[config.mk]
export PLATFORM = sky130hd
export DESIGN_NAME = program_sequencer
export DESIGN_NICKNAME = d
export VERILOG_FILES = /design/src/rtl/sequencer_pkg.sv /design/src/rtl/settle_timer.sv /design/src/rtl/program_sequencer.sv
export SDC_FILE = /design/constraint.sdc
export NUM_CORES = 1
export LEC_CHECK = 0
export BUFFER_PORTS_ARGS = -buffer_cell sky130_fd_sc_hd__buf_4
export CORE_MARGIN = 2
export CORE_UTILIZATION = 50
export CTS_CLUSTER_DIAMETER = 200
export CTS_CLUSTER_SIZE = 10
export DETAILED_ROUTE_END_ITERATION = 7
export GPL_TIMING_DRIVEN = 0
export PLACE_DENSITY_LB_ADDON = 0.12
export REMOVE_ABC_BUFFERS = 1
export SKIP_LAST_GASP = 1
export SYNTH_ARGS = -nofsm -noshare
export SYNTH_HDL_FRONTEND = slang
export SYNTH_SLANG_ARGS = --single-unit
[constraint.sdc]
create_clock -name CLK -period 2.89 [get_ports CLK]
set_input_delay 0.578 -clock CLK [delete_from_list [all_inputs] [get_ports CLK]]
set_output_delay 0.578 -clock CLK [all_outputs]
set_load 0.005 [all_outputs]
[src/rtl/sequencer_pkg.sv]
// Shared opcode, state and default definitions for the program sequencer.
// Latency: none (declarations only).
// Backpressure: none.
package sequencer_pkg;

  localparam logic [1:0] OP_INC  = 2'b00;
  localparam logic [1:0] OP_CLR  = 2'b01;
  localparam logic [1:0] OP_JRS  = 2'b10;
  localparam logic [1:0] OP_HALT = 2'b11;

  typedef enum logic [2:0] {
    ST_IDLE   = 3'd0,
    ST_FETCH  = 3'd1,
    ST_EXEC   = 3'd2,
    ST_SETTLE = 3'd3,
    ST_HALT   = 3'd4
  } state_t;

  localparam int DEFAULT_PC_W          = 2;
  // Must be at least 1: the R1/RS ripple needs a full cycle before RS is read.
  localparam int DEFAULT_SETTLE_CYCLES = 2;

endpackage

[src/rtl/settle_timer.sv]
// Down-counter that times the R1/RS ripple after a register clock or clear pulse.
// Latency: done is high in the SETTLE_CYCLES-th enabled cycle after load.
// Backpressure: none; load takes priority over counting.
module settle_timer
  import sequencer_pkg::*;
#(
  parameter int SETTLE_CYCLES = DEFAULT_SETTLE_CYCLES
) (
  input  logic CLK,
  input  logic Reset,
  input  logic load,
  input  logic en,
  output logic done
);

  localparam int CW = (SETTLE_CYCLES > 1) ? $clog2(SETTLE_CYCLES) : 1;

  logic [CW-1:0] cnt;

  // Load the remaining settle cycles on EXEC, count down while settling.
  always_ff @(posedge CLK or negedge Reset) begin
    if (!Reset) begin
      cnt <= '0;
    end else if (load) begin
      cnt <= CW'(SETTLE_CYCLES - 1);
    end else if (en && (cnt != '0)) begin
      cnt <= cnt - CW'(1);
    end
  end

  assign done = (cnt == '0);

endmodule

[src/rtl/program_sequencer.sv]
// Fetches/decodes program words and drives the R1/RS register's clock and clear.
// Latency: INC/CLR take 2+SETTLE_CYCLES cycles (pc moves on the last), JRS/HALT take 2.
// Backpressure: run is sampled only in IDLE, FETCH and HALT; instructions always complete.
module program_sequencer
  import sequencer_pkg::*;
#(
  parameter int PC_W          = DEFAULT_PC_W,
  parameter int SETTLE_CYCLES = DEFAULT_SETTLE_CYCLES
) (
  input  logic            CLK,
  input  logic            Reset,
  input  logic            run,
  input  logic [PC_W+1:0] instr,
  input  logic [1:0]      r_val,
  input  logic            rs,
  output logic [PC_W-1:0] pc,
  output logic            inc_clk,
  output logic            reg_clr,
  output logic            busy,
  output logic            halted
);

  state_t          state;
  logic [PC_W+1:0] ir;
  logic [1:0]      ir_op;
  logic [PC_W-1:0] ir_arg;
  logic            settle_done;
  // r_val is a debug-only readback; no instruction consumes it.
  logic            unused_r_val;

  assign ir_op        = ir[PC_W+1:PC_W];
  assign ir_arg       = ir[PC_W-1:0];
  assign unused_r_val = ^r_val;

  settle_timer #(
    .SETTLE_CYCLES(SETTLE_CYCLES)
  ) u_settle (
    .CLK   (CLK),
    .Reset (Reset),
    .load  (state == ST_EXEC),
    .en    (state == ST_SETTLE),
    .done  (settle_done)
  );

  // Sequencer FSM; every output is a flop so inc_clk is safe to use as a clock.
  always_ff @(posedge CLK or negedge Reset) begin
    if (!Reset) begin
      state   <= ST_IDLE;
      pc      <= '0;
      ir      <= '0;
      inc_clk <= 1'b0;
      reg_clr <= 1'b0;
      busy    <= 1'b0;
      halted  <= 1'b0;
    end else begin
      // Pulses default low so each lasts exactly one cycle.
      inc_clk <= 1'b0;
      reg_clr <= 1'b0;
      unique case (state)
        ST_IDLE: begin
          pc <= '0;
          if (run) begin
            state <= ST_FETCH;
            busy  <= 1'b1;
          end
        end
        ST_FETCH: begin
          if (!run) begin
            state <= ST_IDLE;
            pc    <= '0;
            busy  <= 1'b0;
          end else begin
            ir    <= instr;
            state <= ST_EXEC;
          end
        end
        ST_EXEC: begin
          case (ir_op)
            OP_INC: begin
              inc_clk <= 1'b1;
              state   <= ST_SETTLE;
            end
            OP_CLR: begin
              reg_clr <= 1'b1;
              state   <= ST_SETTLE;
            end
            OP_JRS: begin
              pc    <= rs ? ir_arg : pc + PC_W'(1);
              state <= ST_FETCH;
            end
            default: begin
              state  <= ST_HALT;
              busy   <= 1'b0;
              halted <= 1'b1;
            end
          endcase
        end
        ST_SETTLE: begin
          if (settle_done) begin
            pc    <= pc + PC_W'(1);
            state <= ST_FETCH;
          end
        end
        ST_HALT: begin
          if (!run) begin
            state  <= ST_IDLE;
            pc     <= '0;
            halted <= 1'b0;
          end
        end
        default: begin
          state  <= ST_IDLE;
          pc     <= '0;
          busy   <= 1'b0;
          halted <= 1'b0;
        end
      endcase
    end
  end

endmodule

==> impl_metrics.yaml, run 1 <==
sta:
  timing.final.crit_period_ns: 1.62
  unrepaired_setup_endpoints_after_global_routing: "false"
  clock_skew_ns: 0.00103
  maxClockFrequency_ghz: 0.616
  timing.setup.tns_ns: 0
  timing_worst_slew_pin_value_ns: 0.467
  max_slew_margin_pct: 68.9
  layout_worst_path_cycle_share_pct: 56.2
  maxSlewViolCount: 0
  report.final.setup_viol: 0
  hold_violations: 0
grt:
  grt_max_degree: 16
  grt.overflow.total: 0
  grt_first_pass_wirelength_um: 1870
  grt_pass1_vias: 421
  grt_use_total_pct: 18.1
  number_of_antenna_violations_at_the_first_check_in_global_routing: 0
die:
  die_height_um: 40.9
  effective_utilization_at_floorplan_pct: 53.1
  design.die.area_um2: 1680
  coreArea_um2: 1280
  row_count: 13
  ioPinCount: 16
  fp.dieW_um: 40.9
route:
  post_drt_wl_per_cell_um: 13.5
  first_iter_violations: 7
  drc: 0
  drt-vias-per-instance: 5.57
  detail-route-antenna-nets: 0
  routed_wl_um: 1250
  routed-via-count: 518
  firstDrtPassIters: 4
clocking:
  insertion_delay_ns: 0.28
  cts_setup_buffers: 0
  postCtsHoldBufs: 0
  clk_pin_slew_ns: 0.08
  clk_root_buffer_cell: "sky130_fd_sc_hd__clkbuf_4"
  htree_levels: 1
  cts.sinks: 14
  tritoncts_buffers: 3
  cts-root-to-sink-buffers: 2
  cts_tree: "built"
  post_cts.resized_instances: 0
placed_design:
  dp.final_hpwl_um: 895
  placement.io_buffers: 13
  globalplace.congestion: 0.780
  placedCellCount: 89
setup_path:
  timing.critical_path.arrival_ns: 1.79
  critical_path.reg2reg.startpoint: "state[0]$_DFFE_PN0P_"
  reg2reg_setup_slack_ns: 1.27
  critical_path.startpoint_type: "flip-flop"
  worst-path-max-fanout: 15
  critPathKind: "flip-flop to flip-flop"
  worst_ep_required_time_ns: 3.06
  r2r_end: "pc[1]$_DFFE_PN0P_"
  timing.reg2reg.worst_path_depth: 4
  end_kind: "flip-flop"
synth:
  async_set_reset_flop_share_out_of_synthesis_pct: 100
  flip_flop_and_latch_count_after_synthesis: 14
  synth_top_area_share_pct: 51.4
  synth_most_common_cell: "sky130_fd_sc_hd__dfrtp_1"
  yosysWarnings: 0
  synth.top_cells.by_area: "sky130_fd_sc_hd__dfrtp_1, sky130_fd_sc_hd__nand2b_1, sky130_fd_sc_hd__a32oi_1"
  seq_area_frac_synth_pct: 51.4
  syn_inst: 63
  synth.distinct_cells: 29
  post_synthesis_instance_area_um2: 682
  synth_enable_flop_cells: 0
  synth_area_per_cell_um2: 10.8
  yosys-top-cells-count: "sky130_fd_sc_hd__dfrtp_1, sky130_fd_sc_hd__nand2b_1, sky130_fd_sc_hd__nor2_1"
  postSynth.topFlopCell: "sky130_fd_sc_hd__dfrtp_1"
  netlist.top_cell.by_area: "sky130_fd_sc_hd__dfrtp_1"
run:
  max_cap_violations: 0
power_and_ir_drop:
  comb_power_share_pct: 37.4
  power.density_nw_per_um2: 1010
  power.net_switching_w: 0.000308
  sequentialPowerShare_pct: 45.7
  cellInternalPower_w: 0.000521
  sw_frac_of_total_pct: 37.1
  leakagePower_nw: 0.370
  max-vdd-ir-drop_v: 0.000543
  share_of_total_power_in_the_clock_network_pct: 16.9
final_layout:
  num-nets-final: 89
  stdcell_count: 93
  diodes: 0
  area_growth_syn_to_layout_pct: 20.0
  post_route_cells_drive_above_1_share_pct: 28.2
outcome:
  status: "completed"
hold_path:
  holdCritPathClass: "primary input to async pin"
==> layout by cell type (no fill, tap or decap), drive strengths merged, types with 3 or more instances in the layout <==
cell type / synthesis / routed
dfrtp: 14 / 14
buf: 2 / 13
nor2: 7 / 7
nand2b: 6 / 6
o21ai: 6 / 6
clkbuf: 0 / 4
mux2: 4 / 4
nand2: 3 / 3
a32oi: 3 / 3
==> how the worst max path moves through the flow <==
stage / from / end / slack (ns) / depth (start not counted)
after floorplan: run / pc[1]$_DFFE_PN0P_ / 1.42 / 4
after global placement: run / pc[1]$_DFFE_PN0P_ / 1.20 / 5
after detailed placement: run / pc[1]$_DFFE_PN0P_ / 1.21 / 5
after CTS: state[0]$_DFFE_PN0P_ / pc[1]$_DFFE_PN0P_ / 1.25 / 4
after global routing: state[0]$_DFFE_PN0P_ / pc[1]$_DFFE_PN0P_ / 1.13 / 4
final: state[0]$_DFFE_PN0P_ / pc[1]$_DFFE_PN0P_ / 1.27 / 4
==> critical path: stages (launching register included) <==
cell and delay (ns):
sky130_fd_sc_hd__dfrtp_1 0.64, sky130_fd_sc_hd__nand2b_1 0.17, sky130_fd_sc_hd__or2_1 0.28, sky130_fd_sc_hd__o21ai_2 0.08, sky130_fd_sc_hd__mux2_1 0.33
==> area by class of cell <==
class                           instances  area, um^2
Clock buffer                            4        36.3
Fill cell                             105         467
Inverter                                2        7.51
Multi-Input combinational cell         45         308
Sequential cell                        14         350
Tap cell                               15        18.8
Timing Repair Buffer                   13        97.6
==> logic make-up (layout without fill, tap and decap cells) <==
kind of cell	after synthesis	in the layout	synth area share, %
DFF	14	14	51.4
buffers and inverters	4	19	3.49
AOI/OAI and AO/OA	17	17	18.4
and+or+nand+nor	22	22	17.4
muxes	5	5	8.07
xor gates and xnor gates	1	1	1.28
==> metal layers <==
metal	vias up	part of all wire (%)	global-route usage (%)
met2	11	47	26.2
met1	247	48	23.0
met3	4	3.4	4.89
met4	0	1.8	12.5
met5	-	0	0
li1	256	-	-
==> metrics by stage <==
stage	hold WS, ns	total power [W]	worst slack, ns	utilization, %	instance area (um^2)
global route	0.133	0.000895	1.13	63.7	818
floorplan	0.282	0.000584	1.42	-	666
detailed placement	0.437	0.000696	1.21	60.9	782
global placement	0.436	0.000683	1.20	60.9	782
finish	0.136	0.000829	1.27	63.7	818
CTS	0.133	0.000836	1.25	63.7	818
==> power by group through the flow <==
stage / clock, W / sequential [W] / combinational [W]
final: 0.000140 / 0.000379 / 0.000310
after global routing: 0.000153 / 0.000394 / 0.000349
after CTS: 0.000142 / 0.000379 / 0.000315
after detailed placement: 0 / 0.000383 / 0.000314
after global placement: 0 / 0.000380 / 0.000304
after floorplan: 0 / 0.000360 / 0.000223
==> state kept, by name (all words and copies together) (netlist names) <==
| register | cells |
|---|---|
| ir | 4 |
| pc | 2 |
| reg_clr | 1 |
| state | 3 |
| u_settle.cnt | 1 |
| inc_clk | 1 |
| halted | 1 |
| busy | 1 |
Note: power is estimated with default switching activity, not from simulation.
==> inputs of run 2 (changes only) <==
- clock period: 2.89 -> 1.55 ns (I/O delays scaled with it)
==> impl_metrics.yaml, run 2 (synthesized netlist as in run 1, its figures left out) <==
clocking:
  cts_tree: "built"
  clk_root_buffer_cell: "sky130_fd_sc_hd__clkbuf_4"
  clk_pin_slew_ns: 0.09
  cts.sinks: 14
  tritoncts_buffers: 3
  htree_levels: 1
  cts-root-to-sink-buffers: 2
  insertion_delay_ns: 0.28
setup_path:
  critPathBufInv: 0
  crit_path_end: "pc[1]$_DFFE_PN0P_"
  worst-path-max-fanout: 8
  r2r_end: "pc[1]$_DFFE_PN0P_"
  critPathKind: "flip-flop to flip-flop"
  worst_ep_required_time_ns: 1.72
  critPathSlowestCell: "sky130_fd_sc_hd__dfrtp_1"
  timing.reg2reg.worst_path_depth: 4
  launching_element_of_the_worst_setup_path: "state[1]$_DFFE_PN0P_"
  end_kind: "flip-flop"
  worst-path-stages: 4
  cpLargestDelayFamily: "flip-flops"
  reg2reg_setup_slack_ns: 0.05
  timing.critical_path.arrival_ns: 1.66
  cpPeakStageDelay_ns: 0.50
  critical_path.reg2reg.startpoint: "state[1]$_DFFE_PN0P_"
  crit_path_cell_trace: "nor2b_1 > a22oi_2 > o21ai_2 > mux2_1"
  critical_path.startpoint_type: "flip-flop"
sta:
  report.final.setup_viol: 0
  timing.setup.tns_ns: 0
  maxSlewViolCount: 0
  max_slew_margin_pct: 78.2
  maxClockFrequency_ghz: 0.668
  layout_worst_path_cycle_share_pct: 96.6
  timing_worst_slew_pin_value_ns: 0.326
  timing.final.crit_period_ns: 1.50
  clock_skew_ns: 0.00182
  hold_violations: 0
  hold_ws_ns: 0.236
hold_path:
  worstHoldStart: "instr[0]"
  holdCritPathClass: "primary input to flip-flop"
power_and_ir_drop:
  power.density_nw_per_um2: 1910
  leakagePower_nw: 0.393
  max-vdd-ir-drop_v: 0.00111
final_layout:
  top_regs: "ir (4), state (3), pc (2)"
  filler_cell_count: 100
  stdcell_count: 98
  area_growth_syn_to_layout_pct: 26.1
  top_register: "ir"
  top_library_cells_by_usage_in_the_layout_fill_and_taps_aside: "sky130_fd_sc_hd__buf_4, sky130_fd_sc_hd__dfrtp_1, sky130_fd_sc_hd__nand2b_1, sky130_fd_sc_hd__nor2_1, sky130_fd_sc_hd__o21ai_0"
  commonest_non_fill_non_tap_cell_in_the_layout: "sky130_fd_sc_hd__buf_4"
  diodes: 0
  finalCoreUtilization_pct: 66.9
  num-nets-final: 94
  largest_reg_flops: 4
  post_route_cells_drive_above_1_share_pct: 32.5
placed_design:
  placedCellCount: 89
  globalplace.congestion: 0.780
  placement.io_buffers: 13
  dp.final_hpwl_um: 895
outcome:
  status: "completed"
grt:
  grt_max_degree: 16
  grt_use_total_pct: 18.1
  grt_first_pass_wirelength_um: 1870
  grt.overflow.total: 0
  grt_pass1_vias: 421
  number_of_antenna_violations_at_the_first_check_in_global_routing: 0
route:
  drc: 0
  detail-route-antenna-nets: 0
  routed_wl_um: 1370
  routed-via-count: 553
  first_iter_violations: 7
  drt-vias-per-instance: 5.64
  firstDrtPassIters: 4
  post_drt_wl_per_cell_um: 14.0
die:
  row_count: 13
  design.die.area_um2: 1680
  fp.dieW_um: 40.9
  coreArea_um2: 1280
  die_height_um: 40.9
  ioPinCount: 16
  effective_utilization_at_floorplan_pct: 53.1
run:
  max_cap_violations: 0
-- run 2: cell types whose count changed in the layout (fill, tap and decap cells not counted), sizes merged --
cell         change
buf              +4
dlygate4sd3      +1
-- run 2: what timing repair did --
action                                 4_1_cts  5_1_grt
endpoints found under the hold margin       14        0
pin swaps                                    0        0
setup buffers                                0        4
gates resized for setup                      1        0
setup endpoints to repair                    2        1
hold buffers                                 1        0
-- run 2: layer usage --
| layer | up-vias | share of wire [%] | GRT usage (%) |
|---|---|---|---|
| li1 | 267 | - | - |
| met2 | 13 | 49 | 26.2 |
| met1 | 266 | 45 | 23.0 |
| met5 | - | 0 | 0 |
| met3 | 7 | 2.9 | 4.89 |
| met4 | 0 | 2.5 | 12.5 |
-- run 2: worst min-delay path by stage --
stage | slack [ns] | end | depth (start not counted)
2_1_floorplan | 0.01 | busy$_DFFE_PN0P_ | 0
3_3_place_gp | 0.17 | pc[1]$_DFFE_PN0P_ | 1
3_5_place_dp | 0.17 | pc[1]$_DFFE_PN0P_ | 1
4_1_cts | 0.23 | ir[0]$_DFFE_PN0P_ | 3
5_1_grt | 0.24 | ir[0]$_DFFE_PN0P_ | 3
6_report | 0.24 | ir[0]$_DFFE_PN0P_ | 3
-- run 2: stage by stage --
step	total power (W)	instance area [um^2]	setup WS [ns]
after floorplan	0.00109	666	0.116
after global placement	0.00127	782	-0.0503
after detailed placement	0.00130	782	-0.0740
after CTS	0.00156	830	0.0650
after global routing	0.00176	860	-0.0425
final	0.00164	860	0.0529
-- run 2: area by class of cell --
class / instances / area [um^2] / share of cell area, %
Multi-Input combinational cell: 45 / 308 / 35.8
Sequential cell: 14 / 352 / 40.9
Timing Repair Buffer: 18 / 138 / 16.0
Clock buffer: 4 / 36.3 / 4.22
Inverter: 2 / 7.51 / 0.873
Tap cell: 15 / 18.8 / 2.18
-- run 2: worst reg2reg max path, cell delays in order, from the launching register on --
cell                      delay, ns
sky130_fd_sc_hd__dfrtp_1       0.50
sky130_fd_sc_hd__nor2b_1       0.28
sky130_fd_sc_hd__a22oi_2       0.10
sky130_fd_sc_hd__o21ai_2       0.17
sky130_fd_sc_hd__mux2_1        0.33
-- run 2: where the power goes --
| part | switching (W) | total [W] | internal, W | leakage [nW] |
|---|---|---|---|---|
| logic | 0.000317 | 0.000696 | 0.000379 | 0.200 |
| clock network | 0.000119 | 0.000262 | 0.000143 | 0.0210 |
| registers | 0.000166 | 0.000682 | 0.000516 | 0.172 |
